==> config.mk <==
export PLATFORM = sky130hd
export DESIGN_NAME = etapa_id_ex
export DESIGN_NICKNAME = d
export VERILOG_FILES = /design/src/rtl/etapa_id_ex.sv
export SDC_FILE = /design/constraint.sdc
export NUM_CORES = 1
export LEC_CHECK = 0
export CORE_AREA = 2 2 112 157
export DETAILED_ROUTE_END_ITERATION = 8
export DIE_AREA = 0 0 114 159
export GPL_TIMING_DRIVEN = 0
export PLACE_DENSITY = 0.79
export SLEW_MARGIN = 0
export SYNTH_ARGS = -nofsm -noshare
export SYNTH_HDL_FRONTEND = slang
export SYNTH_SLANG_ARGS = --single-unit
==> constraint.sdc <==
create_clock -name i_clk -period 5.2 [get_ports i_clk]
set_clock_uncertainty 0.1 [all_clocks]
set_input_delay 1.04 -clock i_clk [delete_from_list [all_inputs] [get_ports i_clk]]
set_output_delay 1.04 -clock i_clk [all_outputs]
set_load 0.05 [all_outputs]
==> src/rtl/etapa_id_ex.sv <==
// ID/EX pipeline register with load-use hazard detection, flush and hold.
// Optional bubble counter port enabled by defining ID_EX_BUBBLE_COUNT_EN.
module etapa_id_ex #(
    parameter int unsigned NBITS     = 32,
    parameter int unsigned RBITS     = 5,
    parameter int unsigned ALUOPBITS = 3
) (
    input  logic                 i_clk,
    input  logic                 i_reset,
    input  logic                 i_Hold,
    input  logic                 i_Flush,
    input  logic [NBITS-1:0]     i_Registro1,
    input  logic [NBITS-1:0]     i_Registro2,
    input  logic [NBITS-1:0]     i_ExtensionData,
    input  logic [RBITS-1:0]     i_Rs,
    input  logic [RBITS-1:0]     i_Rt,
    input  logic [RBITS-1:0]     i_Rd,
    input  logic                 i_ALUSrc,
    input  logic                 i_RegDst,
    input  logic                 i_MemRead,
    input  logic                 i_MemWrite,
    input  logic                 i_MemtoReg,
    input  logic                 i_RegWrite,
    input  logic [ALUOPBITS-1:0] i_ALUOp,
    output logic [NBITS-1:0]     o_Registro1,
    output logic [NBITS-1:0]     o_Registro2,
    output logic [NBITS-1:0]     o_ExtensionData,
    output logic [RBITS-1:0]     o_Rs,
    output logic [RBITS-1:0]     o_Rt,
    output logic [RBITS-1:0]     o_Rd,
    output logic                 o_ALUSrc,
    output logic                 o_RegDst,
    output logic                 o_MemRead,
    output logic                 o_MemWrite,
    output logic                 o_MemtoReg,
    output logic                 o_RegWrite,
    output logic [ALUOPBITS-1:0] o_ALUOp,
`ifdef ID_EX_BUBBLE_COUNT_EN
    output logic [15:0]          o_BubbleCount,
`endif
    output logic                 o_Valid,
    output logic                 o_Stall
);

    typedef struct packed {
        logic [NBITS-1:0]     reg1;
        logic [NBITS-1:0]     reg2;
        logic [NBITS-1:0]     ext;
        logic [RBITS-1:0]     rs;
        logic [RBITS-1:0]     rt;
        logic [RBITS-1:0]     rd;
        logic                 alu_src;
        logic                 reg_dst;
        logic                 mem_read;
        logic                 mem_write;
        logic                 mem_to_reg;
        logic                 reg_write;
        logic [ALUOPBITS-1:0] alu_op;
        logic                 valid;
    } entry_t;

    entry_t entry_q, entry_d, entry_in;
    logic   stall;

    always_comb begin
        entry_in            = '0;
        entry_in.reg1       = i_Registro1;
        entry_in.reg2       = i_Registro2;
        entry_in.ext        = i_ExtensionData;
        entry_in.rs         = i_Rs;
        entry_in.rt         = i_Rt;
        entry_in.rd         = i_Rd;
        entry_in.alu_src    = i_ALUSrc;
        entry_in.reg_dst    = i_RegDst;
        entry_in.mem_read   = i_MemRead;
        entry_in.mem_write  = i_MemWrite;
        entry_in.mem_to_reg = i_MemtoReg;
        entry_in.reg_write  = i_RegWrite;
        entry_in.alu_op     = i_ALUOp;
        entry_in.valid      = 1'b1;
    end

    // Load in EX whose destination is read by the instruction in ID; $zero never hazards.
    always_comb begin
        stall = 1'b0;
        if (!i_Flush && entry_q.valid && entry_q.mem_read && (entry_q.rt != '0) &&
            ((entry_q.rt == i_Rs) || (entry_q.rt == i_Rt))) begin
            stall = 1'b1;
        end
    end

    always_comb begin
        entry_d = entry_in;
        if (i_Flush) begin
            entry_d = '0;
        end else if (i_Hold) begin
            entry_d = entry_q;
        end else if (stall) begin
            entry_d = '0;
        end
    end

    always_ff @(posedge i_clk or negedge i_reset) begin
        if (!i_reset) begin
            entry_q <= '0;
        end else begin
            entry_q <= entry_d;
        end
    end

`ifdef ID_EX_BUBBLE_COUNT_EN
    logic [15:0] bubble_cnt_q, bubble_cnt_d;
    logic        bubble_load;

    // Flush outranks hold, so a flushed edge counts even while held.
    assign bubble_load = i_Flush || (!i_Hold && stall);

    always_comb begin
        bubble_cnt_d = bubble_cnt_q;
        if (bubble_load && (bubble_cnt_q != 16'hFFFF)) begin
            bubble_cnt_d = bubble_cnt_q + 16'd1;
        end
    end

    always_ff @(posedge i_clk or negedge i_reset) begin
        if (!i_reset) begin
            bubble_cnt_q <= '0;
        end else begin
            bubble_cnt_q <= bubble_cnt_d;
        end
    end

    assign o_BubbleCount = bubble_cnt_q;
`endif

    assign o_Registro1     = entry_q.reg1;
    assign o_Registro2     = entry_q.reg2;
    assign o_ExtensionData = entry_q.ext;
    assign o_Rs            = entry_q.rs;
    assign o_Rt            = entry_q.rt;
    assign o_Rd            = entry_q.rd;
    assign o_ALUSrc        = entry_q.alu_src;
    assign o_RegDst        = entry_q.reg_dst;
    assign o_MemRead       = entry_q.mem_read;
    assign o_MemWrite      = entry_q.mem_write;
    assign o_MemtoReg      = entry_q.mem_to_reg;
    assign o_RegWrite      = entry_q.reg_write;
    assign o_ALUOp         = entry_q.alu_op;
    assign o_Valid         = entry_q.valid;
    assign o_Stall         = stall;

endmodule

# Yosys cells after proc, flatten, opt, wreduce, memory -nomap -nowiden
# Cells that the tools add are included.
[word_totals]
input_bits = 124
word_cells = 28
out_inout_bits = 122
ff_bits = 121
[classes]
n_eq_ne = 3
n_mux = 4
n_reduce_logical = 7
[op_table]
columns = ["operator", "count"]
rows = [
  ["two-way mux 121 bit", 3],
  ["== test 5 bit", 2],
  ["nonzero test 5 bit", 1],
  ["logical AND 1 bit", 4],
  ["inequality test 2 x 1 -> 1 bit, second input constant", 1],
  ["logical NOT 1 bit", 1],
  ["logical OR 1 bit", 1],
  ["two-way mux 1 bit", 1],
]

# Longest topological paths before layout
# Gate-level depths: netlist of the first run.
[depth]
ltp_word = 9
depth_mapped = 7
depth_no_buf = 4

# Worst setup path before layout of the first run
# OpenSTA, ideal clock, no wires.
[synth_path]
path_type = "input -> output"
start = "input port i_Rs[4]"
end = "output port o_Stall"
arrival_time_ns = 2.673
path_buffers = 2
t_required_ns = 4.060
path_slack_ns = 1.387
cell_stages = 6
path_cell_list = "xnor2_1 > nand3_1 > o22ai_1 > buf_2 > buf_2 > nor2b_1"
[synth_via]
elab_chain_len = 4
[synth_lines]
columns = ["item", "line_no", "rtl"]
rows = [
  ["start: declaration", "15", "input logic [RBITS-1:0] i_Rs,"],
  ["== test 5 bit", "87", "((entry_q.rt == i_Rs) || (entry_q.rt == i_Rt))) begin"],
  ["logical OR 1 bit", "87", ""],
  ["logical AND 1 bit", "86", "if (!i_Flush && entry_q.valid && entry_q.mem_read && (entry_q.rt != '0) &&"],
  ["two-way mux 1 bit", "86", ""],
  ["end: declaration", "42", "output logic o_Stall"],
]
# No other way between the ends.

# Final worst setup path of the first run
[layout_path]
start = "input port i_Rs[2]"
end = "output port o_Stall"
# The elaborated chain is that of the path after synthesis.

==> impl_metrics.csv, run 1 <==
group,metric,value,unit
pwr,ir_drop,0.193,mV
pwr,p_sw,1.18,mW
clock_network,cts_buffers,17,
die,core,16700,µm²
pwr,p_sw_share,35.2,%
clock_network,htreeDepth,4,
setup_path,reg2reg_from,"o_Rt[2]$_DFFE_PN0P_",
die,rows,56,
drt,drtIter0Drc,611,
hold_path,min_path_type,"reg -> reg",
cells_and_area,fillers,1442,
setup_path,reg2reg_depth,6,
clock_network,hold_buffers,0,
drt,drt.antenna.violating_nets,0,
pwr,combinationalPowerShare,30.1,%
die,initial_core_util,39.6,%
yosys,syn_area_per_cell,9.20,µm²
die,boundaryPins,246,
pwr,leakagePower,4.14,nW
setup_path,cp.arrival,3.91,ns
yosys,yosysTopAreaCell,"dfrtp_1",
timing,maxSlewViolCount,0,
placed_design,dp_hpwl,16800,µm
clock_network,clk_path_buf_depth,2,
global_routing,antenna_found_initial,1,
pwr,p_int,2.17,mW
setup_path,cp-startpoint,"i_Rs[2]",
setup_path,critPathMaxFanout,10,
global_routing,grt_max_degree,67,
drt,dr_wl_met3,1460,µm
setup_path,rrSetupSlack,2.83,ns
global_routing,overflow,0,
setup_path,cp_data_required_time,4.06,ns
pwr,powerDensity,337,nW/µm²
yosys,netlist_area,6600,µm²
drt,firstDrtPassIters,5,
clock_network,clk_pin_slew_worst_paths,0.06,ns
timing,max_freq,198,MHz
yosys,synthTopCellsByArea,"dfrtp_1, o41ai_1, a22oi_1, nor3_1, inv_1",
yosys,synth.distinct_cells,20,
global_routing,grt_pass1_wl,37700,µm
pwr,p_seq_share,33.0,%
die,die_area,18100,µm²
cells_and_area,drive_gt1_share,5.03,%
placed_design,routabilityCongestion,0.822,
clock_network,clk_latency,0.40,ns
global_routing,grt_pass1_vias,7342,
pwr,pwr-share-clk,36.8,%
clock_network,clockRootBuffer,"clkbuf_16",
timing,fin_crit_sh,97.2,%
setup_path,critical_path_class,"in -> out",
drt,drt-met1-wl,9510,µm
timing,timing_hold_violations_final,0,
clock_network,post-cts-setup-buffer-count,0,
timing,setup_tns,0,ns
cells_and_area,syn_to_final_growth,50.6,%
die,dieHeight,159,µm
yosys,ys_warn_count,0,
run,drv_cap,0,
timing,period_needed,5.05,ns
setup_path,timing.rr.end,"o_Registro2[28]$_DFFE_PN0P_",
yosys,synth_nets,841,
yosys,yosys_register_bits,121,
cells_and_area,fin_nets,1105,
timing,hold_slack,0.415,ns
timing,setup_viol,0,
timing,layout_setup_ws,0.147,ns
placed_design,dp_slack,0.163,ns
yosys,yosysSeqAreaShare,45.9,%
timing,rsz0062_at_grt,"false",
global_routing,grtUsageTotal,25.6,%
drt,viasPerCell,5.89,
setup_path,worstSetupEndpointType,"output pin",
timing,slew_headroom,50.1,%
clock_network,cts_num_sinks,121,
drt,wl,23500,µm
clock_network,ctsResizeCount,0,
drt,drc,0,
drt,wl_per_cell,19.6,µm
yosys,yosysTopAreaCellShare,45.9,%
run_status,status,"finished clean",
setup_path,critPathCapture,"o_Stall",
placed_design,portBuffers,244,
yosys,synthCells,717,
drt,vias,7060,
drt,highest_layer,"met4",
clock_network,cts_tree,"built",
drt,wl_met2,11800,µm
timing,tightest_slew,0.749,ns
die,fp.dieW,114,µm
setup_path,startpoint_type,"input port",
through the flow:
stage          cells  total power, mW  area, µm²  utilization (%)
3_3_place_gp    1164             2.12       9290             55.7
4_1_cts         1197             3.37       9930             59.6
6_report        1198             3.35       9940             59.6
5_1_grt         1198             3.48       9940             59.6
3_5_place_dp    1165             2.13       9320             55.9
2_1_floorplan    717             1.71       6600                -
cell usage in the layout, fill, tap and decap left out, types with 2 or more instances in the layout:
| master | synthesis | routed |
|---|---|---|
| clkdlybuf4s50_1 | 0 | 243 |
| nor3_1 | 119 | 119 |
| dfrtp_1 | 121 | 121 |
| inv_6 | 0 | 3 |
| a32oi_1 | 6 | 6 |
| nand2_1 | 3 | 3 |
| clkinvlp_4 | 0 | 4 |
| inv_1 | 121 | 121 |
| nor2_1 | 2 | 2 |
| nand3_1 | 2 | 2 |
| a22oi_1 | 114 | 114 |
| bufinv_16 | 0 | 3 |
| buf_4 | 9 | 9 |
| clkinv_4 | 0 | 2 |
| nor2b_1 | 2 | 2 |
| buf_2 | 6 | 6 |
| buf_1 | 6 | 6 |
| clkbuf_1 | 72 | 73 |
| xnor2_1 | 10 | 10 |
| o41ai_1 | 119 | 119 |
| clkbuf_16 | 0 | 17 |
worst min-delay path by stage:
stage,from,end,cells after the start
after CTS,o_ExtensionData[30]$_DFFE_PN0P_,o_ExtensionData[30]$_DFFE_PN0P_,2
after global routing,o_ExtensionData[27]$_DFFE_PN0P_,o_ExtensionData[27]$_DFFE_PN0P_,2
final,o_Registro1[31]$_DFFE_PN0P_,o_Registro1[31]$_DFFE_PN0P_,2
after global placement,o_Registro1[31]$_DFFE_PN0P_,o_Registro1[31]$_DFFE_PN0P_,2
after floorplan,i_reset,o_ALUOp[0]$_DFFE_PN0P_,0
after detailed placement,o_Registro1[16]$_DFFE_PN0P_,o_Registro1[16]$_DFFE_PN0P_,2
critical path: stages:
cell	delay [ns]
clkdlybuf4s50_1	0.45
xnor2_1	0.22
nand3_1	0.10
o22ai_1	0.41
buf_2	0.37
buf_2	0.30
nor2b_1	0.18
clkdlybuf4s50_1	0.84
power groups by stage:
stage	logic (mW)	registers (mW)	clock network [mW]
2_1_floorplan	0.257	1.45	0
3_3_place_gp	0.997	1.12	0
3_5_place_dp	1.01	1.12	0
4_1_cts	1.01	1.11	1.26
5_1_grt	1.06	1.12	1.30
6_report	1.01	1.11	1.23
sequential cells by signal, summed over array words and instances (netlist names):
register         flops
o_ExtensionData     32
o_Rt                 5
o_Registro1         32
o_ALUSrc             1
o_Rd                 5
o_ALUOp              3
o_Registro2         32
o_Rs                 5
o_RegWrite           1
o_MemWrite           1
o_Valid              1
o_MemtoReg           1
o_MemRead            1
o_RegDst             1
final cells by class:
| class | instances | area (µm²) | area share [%] |
|---|---|---|---|
| Antenna cell | 1 | 2.50 | 0.0252 |
| Buffer | 93 | 390 | 3.93 |
| Clock buffer | 19 | 443 | 4.46 |
| Clock inverter | 13 | 169 | 1.70 |
| Inverter | 121 | 454 | 4.57 |
| Multi-Input combinational cell | 382 | 2720 | 27.4 |
| Sequential cell | 121 | 3030 | 30.5 |
| Tap cell | 203 | 254 | 2.56 |
| Timing Repair Buffer | 245 | 2470 | 24.9 |
cells by family after synthesis:
logic type | after synthesis | share of synthesized area, %
DFF | 121 | 45.9
and+or+nand+nor | 129 | 9.77
buffers and inverters | 214 | 12.8
AOI/OAI and AO/OA | 243 | 30.2
xor gates and xnor gates | 10 | 1.33
cells in the mapped netlist:
master / count
dfrtp_1: 121
a221oi_2: 1
or4_1: 1
xnor2_1: 10
o2111ai_2: 1
a22oi_1: 114
o41ai_1: 119
nor2_1: 2
nor2b_1: 2
inv_1: 121
buf_1: 6
a32oi_1: 6
o21ai_0: 1
nand2_1: 3
buf_4: 9
buf_2: 6
nand3_1: 2
o22ai_1: 1
clkbuf_1: 72
nor3_1: 119
layer usage:
metal  vias to the layer above  GRT usage, %
met5                         -             0
met2                       300          43.4
met1                      3453          32.1
met4                         0          10.1
met3                        45          4.64
li1                       3262             -
Power figures use the tool's default switching activity.
==> run 2, diff against run 1 <==
--- a/config.mk
+++ b/config.mk
@@ -5,6 +5,7 @@
 export SDC_FILE = /design/constraint.sdc
 export NUM_CORES = 1
 export LEC_CHECK = 0
+export CAP_MARGIN = 20
 export CORE_AREA = 2 2 112 157
 export DETAILED_ROUTE_END_ITERATION = 8
 export DIE_AREA = 0 0 114 159
==> run 2 against run 1 <==
Design area is the same. Cell count did not move. Sequential share of layout area unchanged. Flip-flop and latch count did not move. Routed wire length stayed put. Sequential power is essentially flat. Clock power about the same. Critical path depth unchanged. Fmax did not move. Via count unchanged. Critical path type unchanged.
==> impl_metrics.csv, run 2 (synthesized netlist as in run 1, its figures left out) <==
group,metric,value,unit
run_status,status,"finished clean",
cells_and_area,fin_cells,1198,
global_routing,grt_pass1_vias,7342,
global_routing,grt_max_degree,67,
placed_design,routabilityCongestion,0.822,
timing,setup_viol,0,
cells_and_area,design_area,9940,µm²
setup_path,critPathMaxFanout,10,
global_routing,grtUsageTotal,25.6,%
hold_path,min_path_type,"reg -> reg",
timing,fin_crit_sh,97.2,%
placed_design,portBuffers,244,
cells_and_area,syn_to_final_growth,50.6,%
pwr,ir_drop,0.193,mV
cells_and_area,drive_gt1_share,5.03,%
clock_network,htreeDepth,4,
timing,rsz0062_at_grt,"false",
timing,tightest_slew,0.749,ns
timing,hold_slack,0.415,ns
setup_path,worst_path_largest_cell_delay,0.84,ns
die,boundaryPins,246,
clock_network,clk_path_buf_depth,2,
clock_network,post-cts-setup-buffer-count,0,
timing,layout_setup_ws,0.147,ns
die,rows,56,
timing,max_freq,198,MHz
placed_design,dp_slack,0.163,ns
clock_network,cts_tree,"built",
setup_path,cp_data_required_time,4.06,ns
timing,maxSlewViolCount,0,
die,die_area,18100,µm²
clock_network,clk_latency,0.40,ns
run,drv_cap,0,
drt,vias,7060,
clock_network,cts_buffers,17,
setup_path,critical_path_class,"in -> out",
setup_path,cp.arrival,3.91,ns
timing,timing_hold_violations_final,0,
drt,wl_per_cell,19.6,µm
die,fp.dieW,114,µm
placed_design,placed_area,9320,µm²
global_routing,grt_pass1_wl,37700,µm
drt,drt.antenna.violating_nets,0,
global_routing,antenna_found_initial,1,
drt,firstDrtPassIters,5,
placed_design,dp_hpwl,16800,µm
setup_path,startpoint_type,"input port",
die,core,16700,µm²
clock_network,cts_num_sinks,121,
pwr,power,3.35,mW
setup_path,cp_top_family,"buffers and inverters",
clock_network,clockRootBuffer,"clkbuf_16",
timing,period_needed,5.05,ns
cells_and_area,fin_nets,1105,
placed_design,dp_cells,1165,
pwr,powerDensity,337,nW/µm²
drt,drtIter0Drc,611,
timing,slew_headroom,50.1,%
drt,viasPerCell,5.89,
cells_and_area,layout_commonest_cell,"clkdlybuf4s50_1",
drt,drc,0,
setup_path,worstSetupEndpointType,"output pin",
drt,wl,23500,µm
clock_network,ctsResizeCount,0,
die,initial_core_util,39.6,%
die,dieHeight,159,µm
clock_network,hold_buffers,0,
global_routing,overflow,0,
pwr,leakagePower,4.14,nW
setup_path,slowest_stage,"clkdlybuf4s50_1",
cells_and_area,final_cell_mix,"clkdlybuf4s50_1, inv_1, dfrtp_1, nor3_1, o41ai_1",
setup_path,crit_chain,"clkdlybuf4s50_1, xnor2_1, nand3_1, o22ai_1, buf_2, buf_2, nor2b_1, clkdlybuf4s50_1",
setup_path,path_buf_inv,4,
cells_and_area,fillers,1442,
clock_network,clk_pin_slew_worst_paths,0.06,ns
-- run 2: cell counts in the layout (fill, tap and decap cells not counted) --
No cell type changed its count.
-- run 2: cell type report --
cell class	count	area, µm²	share of cell area [%]
clock inverter	13	169	1.70
antenna	1	2.50	0.0252
sequential	121	3030	30.5
buffer	93	390	3.93
tap	203	254	2.56
multi-input combinational	382	2720	27.4
clock buffer	19	443	4.46
timing repair buffer	245	2470	24.9
inverter	121	454	4.57
-- run 2: worst min-delay path: stages (launching register included) --
cell and delay, ns:
dfrtp_1 0.34, a32oi_1 0.06, o21ai_0 0.07
-- run 2: final timing paths --
kind	startpoint	end	slack (ns)	cells after the start
setup / recovery	i_Rs[2]	o_Stall	0.15	8
hold / removal	o_Registro1[31]$_DFFE_PN0P_	o_Registro1[31]$_DFFE_PN0P_	0.42	2
setup reg to reg	o_Rt[2]$_DFFE_PN0P_	o_Registro2[28]$_DFFE_PN0P_	2.83	6
hold reg to reg	o_Registro1[31]$_DFFE_PN0P_	o_Registro1[31]$_DFFE_PN0P_	0.42	2
max in group asynchronous	i_reset	o_ExtensionData[16]$_DFFE_PN0P_	3.76	2
min in group asynchronous	i_reset	o_Registro2[29]$_DFFE_PN0P_	0.50	1
-- run 2: report_power, final --
| group | internal [mW] | switching [mW] |
|---|---|---|
| registers | 1.04 | 0.0671 |
| clock network | 0.772 | 0.461 |
| logic | 0.360 | 0.649 |
-- run 2: per-layer routing --
metal	share of wire [%]	up-vias	GRT usage (%)
li1	-	3262	-
met1	40	3453	32.1
met2	50	300	43.4
met3	6.2	45	4.64
met4	3.3	0	10.1
met5	0	-	0
-- run 2: through the flow --
stage / utilization (%) / setup TNS, ns
finish: 59.6 / 0
detailed placement: 55.9 / 0
global route: 59.6 / 0
floorplan: - / 0
global placement: 55.7 / -252.78
CTS: 59.6 / 0
